File: config.mk
export PLATFORM = sky130hd
export DESIGN_NAME = mips_cpu_multdiv
export DESIGN_NICKNAME = d
export VERILOG_FILES = /design/src/rtl/mips_cpu_multdiv.sv
export SDC_FILE = /design/constraint.sdc
export NUM_CORES = 1
export LEC_CHECK = 0
export BUFFER_PORTS_ARGS = -buffer_cell sky130_fd_sc_hd__buf_2
export CORE_MARGIN = 8
export CORE_UTILIZATION = 61
export CTS_CLUSTER_DIAMETER = 100
export CTS_CLUSTER_SIZE = 30
export DETAILED_ROUTE_END_ITERATION = 16
export PLACE_DENSITY = 0.8
export SLEW_MARGIN = 20
export SYNTH_ARGS = -nofsm -noshare
export SYNTH_HDL_FRONTEND = slang
export SYNTH_SLANG_ARGS = --single-unit
export TNS_END_PERCENT = 10
File: constraint.sdc
create_clock -name clk -period 4.1 [get_ports clk]
set_input_delay 0.205 -clock clk [delete_from_list [all_inputs] [get_ports clk]]
set_output_delay 0.205 -clock clk [all_outputs]
set_load 0.01 [all_outputs]
File: src/rtl/mips_cpu_multdiv.sv
// Iterative HI/LO multiply-divide unit: shift-add multiply and restoring divide,
// 32 iterations followed by one sign-fix cycle, plus direct MTHI/MTLO writes.
module mips_cpu_multdiv #(
  parameter int unsigned WIDTH = 32,
  parameter int unsigned CNT_W = 5
) (
  input  logic             clk,
  input  logic             reset_n,
  input  logic             start,
  input  logic [2:0]       op,
  input  logic [WIDTH-1:0] op_a,
  input  logic [WIDTH-1:0] op_b,
  output logic             busy,
  output logic             done,
  output logic [WIDTH-1:0] hi,
  output logic [WIDTH-1:0] lo
);

  localparam int unsigned DW = 2 * WIDTH;

  typedef enum logic [1:0] {
    S_IDLE = 2'd0,
    S_CALC = 2'd1,
    S_FIX  = 2'd2
  } state_t;

  state_t           r_state;
  state_t           w_next;
  logic [CNT_W-1:0] r_cnt;
  logic [DW-1:0]    r_acc;
  logic [WIDTH-1:0] r_opnd;
  logic             r_mul;
  logic             r_neg_q;
  logic             r_neg_r;
  logic             r_div0;
  logic             r_busy;
  logic             r_done;
  logic [WIDTH-1:0] r_hi;
  logic [WIDTH-1:0] r_lo;

  logic             w_idle;
  logic             w_accept;
  logic             w_a_neg;
  logic             w_b_neg;
  logic [WIDTH-1:0] w_abs_a;
  logic [WIDTH-1:0] w_abs_b;
  logic             w_last;
  logic [WIDTH:0]   w_mul_sum;
  logic [DW-1:0]    w_mul_step;
  logic [WIDTH:0]   w_rem_sh;
  logic [WIDTH:0]   w_diff;
  logic [DW-1:0]    w_div_step;
  logic [DW-1:0]    w_prod;
  logic [WIDTH-1:0] w_quot;
  logic [WIDTH-1:0] w_rem;

  // Operand conditioning: magnitudes for signed ops, raw values otherwise
  assign w_idle   = (r_state == S_IDLE);
  assign w_accept = w_idle && start && (op[2] == 1'b0);
  assign w_a_neg  = op[0] & op_a[WIDTH-1];
  assign w_b_neg  = op[0] & op_b[WIDTH-1];
  assign w_abs_a  = w_a_neg ? WIDTH'(-op_a) : op_a;
  assign w_abs_b  = w_b_neg ? WIDTH'(-op_b) : op_b;
  assign w_last   = (r_cnt == CNT_W'(WIDTH - 1));

  // One multiply step: add multiplicand on multiplier LSB, shift right
  assign w_mul_sum  = {1'b0, r_acc[DW-1:WIDTH]} + (r_acc[0] ? {1'b0, r_opnd} : '0);
  assign w_mul_step = {w_mul_sum, r_acc[WIDTH-1:1]};

  // One restoring-divide step: partial remainder in upper half, quotient shifts into lower
  assign w_rem_sh   = {r_acc[DW-1:WIDTH], r_acc[WIDTH-1]};
  assign w_diff     = w_rem_sh - {1'b0, r_opnd};
  assign w_div_step = w_diff[WIDTH] ? {w_rem_sh[WIDTH-1:0], r_acc[WIDTH-2:0], 1'b0}
                                    : {w_diff[WIDTH-1:0],   r_acc[WIDTH-2:0], 1'b1};

  // Sign correction applied in the fix cycle
  assign w_prod = r_neg_q ? DW'(-r_acc) : r_acc;
  assign w_quot = r_div0  ? '1
                : (r_neg_q ? WIDTH'(-r_acc[WIDTH-1:0]) : r_acc[WIDTH-1:0]);
  assign w_rem  = r_neg_r ? WIDTH'(-r_acc[DW-1:WIDTH]) : r_acc[DW-1:WIDTH];

  // State register
  always_ff @(posedge clk or negedge reset_n) begin
    if (!reset_n) r_state <= S_IDLE;
    else          r_state <= w_next;
  end

  // Next-state logic
  always_comb begin
    w_next = r_state;
    case (r_state)
      S_IDLE:  if (w_accept) w_next = S_CALC;
      S_CALC:  if (w_last)   w_next = S_FIX;
      S_FIX:   w_next = S_IDLE;
      default: w_next = S_IDLE;
    endcase
  end

  // Datapath: operand latch, iteration, HI/LO writes and status flags
  always_ff @(posedge clk or negedge reset_n) begin
    if (!reset_n) begin
      r_cnt   <= '0;
      r_acc   <= '0;
      r_opnd  <= '0;
      r_mul   <= 1'b0;
      r_neg_q <= 1'b0;
      r_neg_r <= 1'b0;
      r_div0  <= 1'b0;
      r_busy  <= 1'b0;
      r_done  <= 1'b0;
      r_hi    <= '0;
      r_lo    <= '0;
    end else begin
      r_done <= 1'b0;
      case (r_state)
        S_IDLE: begin
          if (w_accept) begin
            r_cnt   <= '0;
            r_mul   <= ~op[1];
            r_neg_q <= w_a_neg ^ w_b_neg;
            r_neg_r <= w_a_neg;
            r_div0  <= op[1] && (op_b == '0);
            r_busy  <= 1'b1;
            if (op[1]) begin
              r_acc  <= {{WIDTH{1'b0}}, w_abs_a};
              r_opnd <= w_abs_b;
            end else begin
              r_acc  <= {{WIDTH{1'b0}}, w_abs_b};
              r_opnd <= w_abs_a;
            end
          end else if (start && op == 3'd4) begin
            r_hi <= op_a;
          end else if (start && op == 3'd5) begin
            r_lo <= op_a;
          end
        end
        S_CALC: begin
          r_cnt <= r_cnt + CNT_W'(1);
          r_acc <= r_mul ? w_mul_step : w_div_step;
        end
        S_FIX: begin
          r_busy <= 1'b0;
          r_done <= 1'b1;
          if (r_mul) begin
            r_hi <= w_prod[DW-1:WIDTH];
            r_lo <= w_prod[WIDTH-1:0];
          end else begin
            r_hi <= w_rem;
            r_lo <= w_quot;
          end
        end
        default: ;
      endcase
    end
  end

  assign busy = r_busy;
  assign done = r_done;
  assign hi   = r_hi;
  assign lo   = r_lo;

endmodule
* Word level (Yosys, flattened, before mapping)
Index checks and enable logic that the tools add are counted.
** Word-level totals
- Output and inout port bits :: 66
- Register bits after elaboration :: 173
- Input bits :: 70
- Word-level logic and storage cells :: 81
** Operators by class
- Multiplexer cells :: 30
- Reduce and logical (&&, ||, !) cells :: 15
- Add/subtract/negate cells :: 8
- Equality and inequality tests :: 11
- Bitwise operators :: 5
** Operators with widths (number)
- $mux W32 :: 15
- $mux W64 :: 4
- $neg A32 Y32 :: 4
- $pmux W32 S2 :: 2
- $pmux W64 S2 :: 1
- $neg A64 Y64 :: 1
- $add A32 B32 Y33 :: 1
- $sub A33 B32 Y33 :: 1
- $logic_not A32 Y1 :: 1
- $pmux W5 S2 :: 1
- $reduce_and A2 Y1 :: 4
- $eq A3 B3 Y1 const B :: 2
- $ne A2 B1 Y1 const B :: 3
- $ne A2 B2 Y1 const B :: 3
- $add A5 B1 Y5 const B :: 1
- $eq A5 B5 Y1 const B :: 1
- $logic_and A1 B1 Y1 :: 5
- $mux W5 :: 1
- $mux W2 :: 2
- $pmux W2 S2 :: 1
- $reduce_and A4 Y1 :: 1
- $reduce_bool A2 Y1 :: 2
- $reduce_and A3 Y1 :: 1
- $and A1 B1 Y1 :: 2
- 7 further kinds :: 9

* Logic depth before layout (Yosys ltp)
Gate-level depths: netlist of the first run.
- Word-level depth :: 6
- Depth in mapped cells :: 14
- Mapped depth without buffers :: 14

* Worst setup path before layout of the first run
No wires, ideal clock.
- Kind :: reg2reg
- From :: register r_acc[0]
- To :: register r_acc[61]
- Clock period less this slack :: 3397 ps
- Arrival :: 3271 ps
- Library setup time :: 126 ps
- Stages on the path, launching flop included :: 15
- Data required time :: 3974 ps
- Path buffers :: 1
- Setup slack :: 703 ps
- Path through :: dfrtp_1 > inv_1 > clkbuf_1 > nor2_1 > ha_1 > a211oi_1 > o2111ai_1 > a22o_1 > o31a_1 > a211oi_1 > o21bai_1 > a21oi_1 > xor2_1 > nor2_1 > a221o_1
** Between the ends
- Word-level cells in the longest chain between the ends :: 4
** RTL lines
- start: declaration :: line 30 : logic [DW-1:0] r_acc;
- start signal: assignment :: line 125 : r_acc <= {{WIDTH{1'b0}}, w_abs_a};
- start signal: assignment :: line 128 : r_acc <= {{WIDTH{1'b0}}, w_abs_b};
- start signal: assignment :: line 139 : r_acc <= r_mul ? w_mul_step : w_div_step;
- $mux W32 :: line 67 : assign w_mul_sum = {1'b0, r_acc[DW-1:WIDTH]} + (r_acc[0] ? {1'b0, r_opnd} : '0);
- $add A32 B32 Y33 :: line 67
- $mux W64 :: line 139
- $pmux W64 S2 :: line 115 : case (r_state)
Every way passes these cells.
A chain may end at the register's enable or synchronous reset.

* Worst setup path in the final report of the first run
- From :: register r_acc[0]
- To :: register r_acc[60]
Same word-level chain as after synthesis.

==> impl_metrics.py, run 1 <==
metrics = {
    "status": {
        "status": "complete, no violations",
    },
    "synth": {
        "yosysWarnings": 0,
        "synth.cell_area_um2": 14600,
        "syn_area_per_cell_um2": 7.88,
        "synthArstFlopShare_pct": 100,
        "synth_seq_area_share_pct": 29.6,
        "synthTopCellsByArea": "dfrtp_1 (30%), xnor2_1 (6.5%), o21ai_0 (6.4%)",
        "ys_ff_latch": 173,
        "syn-instance-count": 1855,
        "synth_top_area_cell": "dfrtp_1",
        "yosys.cell_types.count": 74,
        "synth_ff_type": "dfrtp_1",
        "synth-edff-count": 0,
        "syn_nets": 1997,
        "synth.top_cell.area_share_pct": 29.6,
    },
    "layout": {
        "final_cell_mix": "nand2_1 (196), o21ai_0 (188), dfrtp_1 (172)",
        "fin_util_pct": 69.2,
        "final_common_cell": "nand2_1",
        "finalInstanceArea_um2": 16200,
        "fillCellCount": 1986,
        "multi_input_area_um2": 9650,
        "synthToLayoutAreaGrowth_pct": 11.1,
        "nNetsFinal": 2081,
        "drive_gt1_share_pct": 12.5,
        "register_area_um2": 4330,
    },
    "setup_path": {
        "crit_arrival_ns": 4.23,
        "cp_slowest_cell": "o311ai_0",
        "path_delay_family": "compound AO/OA/AOI/OAI gates",
        "r2r_end": "r_acc[60]",
        "crit_buf_inv": 2,
        "crit_start": "r_acc[0]",
        "cp.required_ns": 4.47,
        "worstReg2RegStart": "r_acc[0]",
        "slowest_delay_ns": 0.69,
        "reg2reg_depth": 14,
        "worst_path_most_repeated_cell": "o211ai_1",
        "cp.depth": 14,
        "cp-endpoint": "r_acc[60]",
        "r2r_slack_ns": 0.24,
        "start_kind": "register",
        "crit_type": "register to register",
        "cp_max_fo": 18,
        "cp_cell_sequence": "inv_1 > buf_4 > nor2_1 > ha_1 > a21oi_1 > o211ai_1 > o211ai_1 > a211oi_2 > o311ai_0 > o21ai_0 > o31ai_1 > xnor2_1 > nand2_1 > o211ai_1",
        "end_kind": "register",
    },
    "route": {
        "drc": 0,
        "wl_mm": 51.0,
        "drtIter0Drc": 1926,
        "drt_pass1_iterations": 6,
        "routed-via-count": 15127,
        "wl_per_cell_um": 22.4,
        "ant_nets": 0,
        "viasPerCell": 6.66,
    },
    "global_route": {
        "grt_pass1_vias": 14121,
        "grt_pass1_wl_mm": 78.1,
        "grtUsageTotal_pct": 34.5,
        "antenna_found_initial": 2,
        "grt_overflow_total": 0,
        "grt_max_degree": 93,
    },
    "sta": {
        "setup_violations": 0,
        "final.period_utilization_pct": 94.1,
        "slew_violations": 0,
        "worst-slew-pin-transition_ns": 1.06,
        "tns_ns": 0,
        "finalCriticalPeriod_ns": 3.86,
        "skew_ns": 0.0179,
        "fmax_mhz": 259,
        "rsz0062_at_grt": "yes",
        "max_slew_margin_pct": 29.4,
        "hold_viol": 0,
    },
    "clock_network": {
        "clk_path_buf_depth": 2,
        "worstSkewPairLatency_ns": 0.45,
        "clkSinkCount": 173,
        "clkTransAtPathRegs_ns": 0.08,
        "cts_buffers": 17,
        "htreeDepth": 4,
        "cts_tree": "yes",
        "cts-root-buf": "clkbuf_16",
    },
    "floorplanning": {
        "rows": 56,
        "core_area_um2": 23500,
        "dieArea_um2": 29200,
        "die_h_um": 171,
        "ios": 136,
        "start_util_pct": 62.3,
        "die_w_um": 171,
    },
    "place": {
        "place_congestion": 1.02,
        "post-dp-hpwl_mm": 37.7,
        "placed_cell_area_um2": 15600,
        "numPortBuffers": 135,
    },
    "min_path": {
        "hold_class": "input port to register",
        "hp-start": "op_a[27]",
    },
    "power": {
        "p_sw_share_pct": 49.6,
        "switchingPower_mw": 7.73,
        "seqPwrFrac_pct": 22.8,
        "p_int_mw": 7.86,
        "ir_worst_vdd_mv": 0.549,
        "power_leakage_nw": 7.14,
        "power_frac_comb_pct": 66.6,
        "p_per_area_nw_per_um2": 960,
        "clockPowerShare_pct": 10.6,
    },
    "flow_run": {
        "drv_cap": 0,
    },
}
## power by group through the flow
stage | logic, mW | clock network (mW) | registers (mW)
4_1_cts | 9.99 | 1.65 | 3.51
2_1_floorplan | 7.25 | 0 | 3.37
6_report | 10.4 | 1.65 | 3.55
3_5_place_dp | 9.93 | 0 | 3.54
5_1_grt | 11.3 | 1.71 | 3.63
3_3_place_gp | 9.75 | 0 | 3.49
## state kept, by name, indices dropped and copies added, names as in the netlist
signal / flops
busy: 1
done: 1
hi: 32
lo: 32
r_acc: 64
r_cnt: 5
r_div0: 1
r_mul: 1
r_neg_q: 1
r_neg_r: 1
r_opnd: 32
r_state: 2
## cells in the mapped netlist, types with 12 or more instances
library cell	n
nor4_1	14
a21o_1	27
a31oi_1	19
mux2i_1	65
nor2_1	172
nor3_1	33
o22ai_1	36
a211oi_1	64
dfrtp_1	173
a21oi_1	152
a22oi_1	17
inv_1	73
o31ai_1	22
ha_1	70
nand3_1	27
or3_1	18
and3_1	12
xor2_1	62
clkbuf_1	98
o21ai_0	188
o211ai_1	20
xnor2_1	108
and2_1	14
nand2b_1	16
nand2_1	196
## per-stage QoR
stage | power, mW | setup WS (ns) | hold WS, ns | std cells
final | 15.6 | 0.241 | 0.115 | 2273
after global placement | 13.2 | 0.129 | 0.219 | 2232
after floorplan | 10.6 | 0.703 | -0.0906 | 1855
after CTS | 15.1 | 0.00291 | 0.107 | 2264
after detailed placement | 13.5 | 0.0341 | 0.224 | 2232
after global routing | 16.7 | -0.0333 | 0.128 | 2272
## layout make-up
| class | instances | share of cell area (%) |
|---|---|---|
| repair buffers | 175 | 6.22 |
| diodes | 3 | 0.0462 |
| clock inverters | 14 | 0.886 |
| multi-input cells | 1498 | 59.4 |
| well taps | 319 | 2.46 |
| clock buffers | 17 | 2.62 |
| flip-flops and latches | 173 | 26.7 |
| inverters | 74 | 1.71 |
## routing by layer
| metal | part of all wire (%) | track usage (%) |
|---|---|---|
| met1 | 39 | 46.0 |
| met2 | 44 | 52.1 |
| met3 | 12 | 6.84 |
| met4 | 5.6 | 18.6 |
| met5 | 0 | 0 |
## timing repair
action,4_1_cts,5_1_grt
hold buffers,1,0
buffers inserted,0,6
resized for setup,0,3
endpoints found under the hold margin,55,0
endpoints found under the setup margin,0,31
## worst min-delay path, delay by kind of cell
kind,cells,cell delay [ns]
buf+inv,1,0.17
compound gates,2,0.14
## logic make-up after synthesis
logic type | Yosys count | synth area share, %
AO/OA/AOI/OAI | 622 | 26.3
XOR/XNOR | 171 | 10.3
adder cells (fa/ha/maj) | 72 | 6.26
buffers and inverters | 184 | 4.77
flip-flops | 173 | 29.6
multiplexers | 69 | 4.76
AND/OR/NAND/NOR | 564 | 18.0
## worst min path at each step
stage,to,depth (start not counted)
6_report,hi[27],3
5_1_grt,hi[27],3
4_1_cts,hi[30],3
3_5_place_dp,hi[5],1
3_3_place_gp,hi[5],1
2_1_floorplan,busy,0
Note: power is estimated with default switching activity, not from simulation.
==> run 2, diff against run 1 <==
RECOVER_POWER = 50   (was unset)
==> run 2 against run 1 <==
Compared with the run above: the run now ends with max-capacitance violations, max-slew violations left; setup slack gained 0.00065 ns; cell count is the same; count of clock-buffer cells in the layout is the same; combinational power is essentially flat; power shrank 0.33%; sequential share of layout area grew 0.14 points; critical path depth is the same.
==> impl_metrics.py, run 2 (synthesis results as in run 1) <==
metrics = {
    "status": {
        "status": "finished with violations",
        "violations": "max-capacitance violations, max-slew violations",
    },
    "setup_path": {
        "end_kind": "register",
        "crit_arrival_ns": 4.22,
        "cp.required_ns": 4.47,
        "crit_type": "register to register",
        "cp_max_fo": 7,
        "start_kind": "register",
    },
    "global_route": {
        "grtUsageTotal_pct": 34.5,
        "grt_pass1_wl_mm": 78.1,
        "grt_overflow_total": 0,
        "antenna_found_initial": 2,
        "grt_max_degree": 93,
        "grt_pass1_vias": 14121,
    },
    "layout": {
        "synthToLayoutAreaGrowth_pct": 10.5,
        "nNetsFinal": 2081,
        "largest_register": "r_acc",
        "fillCellCount": 2026,
        "final_cell_mix": "nand2_1 (196), o21ai_0 (188), dfrtp_1 (172)",
        "drive_gt1_share_pct": 9.07,
        "fin_cells": 2273,
        "largest_reg_flops": 64,
        "multi_input_area_um2": 9650,
        "final_common_cell": "nand2_1",
        "register_area_um2": 4330,
    },
    "route": {
        "ant_nets": 0,
        "routed-via-count": 15184,
        "drtIter0Drc": 1940,
        "wl_mm": 51.3,
        "drc": 0,
        "viasPerCell": 6.68,
        "drt_pass1_iterations": 6,
        "wl_per_cell_um": 22.6,
    },
    "clock_network": {
        "clkTransAtPathRegs_ns": 0.08,
        "cts_tree": "yes",
        "clk_path_buf_depth": 2,
        "cts_buffers": 17,
        "cts-root-buf": "clkbuf_16",
        "worstSkewPairLatency_ns": 0.45,
        "htreeDepth": 4,
        "clkSinkCount": 173,
    },
    "power": {
        "p_per_area_nw_per_um2": 962,
        "power_leakage_nw": 6.95,
        "power_mw": 15.5,
        "ir_worst_vdd_mv": 0.549,
    },
    "sta": {
        "slew_violations": 59,
        "max_slew_margin_pct": -95.4,
        "worst-slew-pin-transition_ns": 2.93,
        "hold_viol": 0,
        "fin_ws_ns": 0.242,
        "rsz0062_at_grt": "yes",
        "finalCriticalPeriod_ns": 3.86,
        "final.period_utilization_pct": 94.1,
        "skew_ns": 0.0155,
        "hold-worst-slack_ns": 0.117,
        "fmax_mhz": 259,
        "setup_violations": 0,
    },
    "place": {
        "numPortBuffers": 135,
        "place_congestion": 1.02,
        "dp_slack_ns": 0.0341,
        "dp.cells": 2232,
        "post-dp-hpwl_mm": 37.7,
    },
    "floorplanning": {
        "die_h_um": 171,
        "dieArea_um2": 29200,
        "ios": 136,
        "start_util_pct": 62.3,
        "rows": 56,
        "die_w_um": 171,
        "core_area_um2": 23500,
    },
    "flow_run": {
        "drv_cap": 1,
    },
    "min_path": {
        "hold_class": "input port to register",
    },
}
==> run 2: cell count changes in the layout (fill, tap and decap cells not counted) <==
cell / delta
buf_4: -3
buf_6: -1
buf_2: -66
clkbuf_2: +1
clkdlybuf4s25_1: +1
clkbuf_1: +66
clkbuf_4: +2
==> run 2: worst paths after layout <==
kind                       startpoint        end  slack (ns)  depth (start not counted)
max                          r_acc[0]  r_acc[63]        0.24                         14
min                          op_a[27]     hi[27]        0.12                          3
max reg2reg                  r_acc[0]  r_acc[63]        0.24                         14
min reg2reg                    lo[30]     lo[30]        0.48                          2
max in group asynchronous     reset_n  r_acc[53]        0.54                          3
min in group asynchronous     reset_n      hi[5]        1.47                          2
==> run 2: layout make-up <==
class                   count  share of cell area, %
diodes                      3                 0.0465
clock buffers              17                   2.63
clock inverters            14                  0.891
inverters                  74                   1.72
multi-input cells        1498                   59.7
flip-flops and latches    173                   26.8
well taps                 319                   2.47
repair buffers            175                   5.72
==> run 2: where the power goes <==
part | leakage [nW] | switching [mW] | internal [mW] | total (mW)
Combinational | 4.60 | 5.93 | 4.39 | 10.3
Clock | 0.281 | 0.836 | 0.809 | 1.64
Sequential | 2.06 | 0.997 | 2.57 | 3.57
==> run 2: per-stage QoR <==
stage / instance area, um^2 / utilization (%) / setup TNS [ns]
3_5_place_dp: 15600 / 66.4 / 0
4_1_cts: 16200 / 68.9 / 0
5_1_grt: 16200 / 68.8 / -0.0333
6_report: 16200 / 68.8 / 0
3_3_place_gp: 15600 / 66.4 / 0
2_1_floorplan: 14600 / - / 0
==> run 2: metal layers <==
metal | track usage (%) | vias up | wire length, um
met4 | 18.6 | 0 | 2800
met3 | 6.84 | 200 | 5730
li1 | - | 6872 | -
met2 | 52.1 | 973 | 22300
met5 | 0 | - | 0
met1 | 46.0 | 7139 | 20400
==> run 2: timing repair <==
| item | in CTS | in global routing |
|---|---|---|
| resized for setup | 0 | 3 |
| hold endpoints to repair | 55 | 0 |
| setup endpoints to repair | 0 | 31 |
| buffers inserted | 0 | 6 |
| hold buffers | 1 | 0 |
==> run 2: worst max-delay path: stages (launching register included) <==
cell       delay (ns)
dfrtp_1          0.47
and2_1           0.16
ha_1             0.17
inv_1            0.06
fa_1             0.40
nand2b_1         0.19
a21o_1           0.20
a2111oi_1        0.51
o31a_1           0.33
a211oi_2         0.16
buf_4            0.17
o41ai_1          0.34
nand2_1          0.15
a311o_1          0.33
o21ai_0          0.14
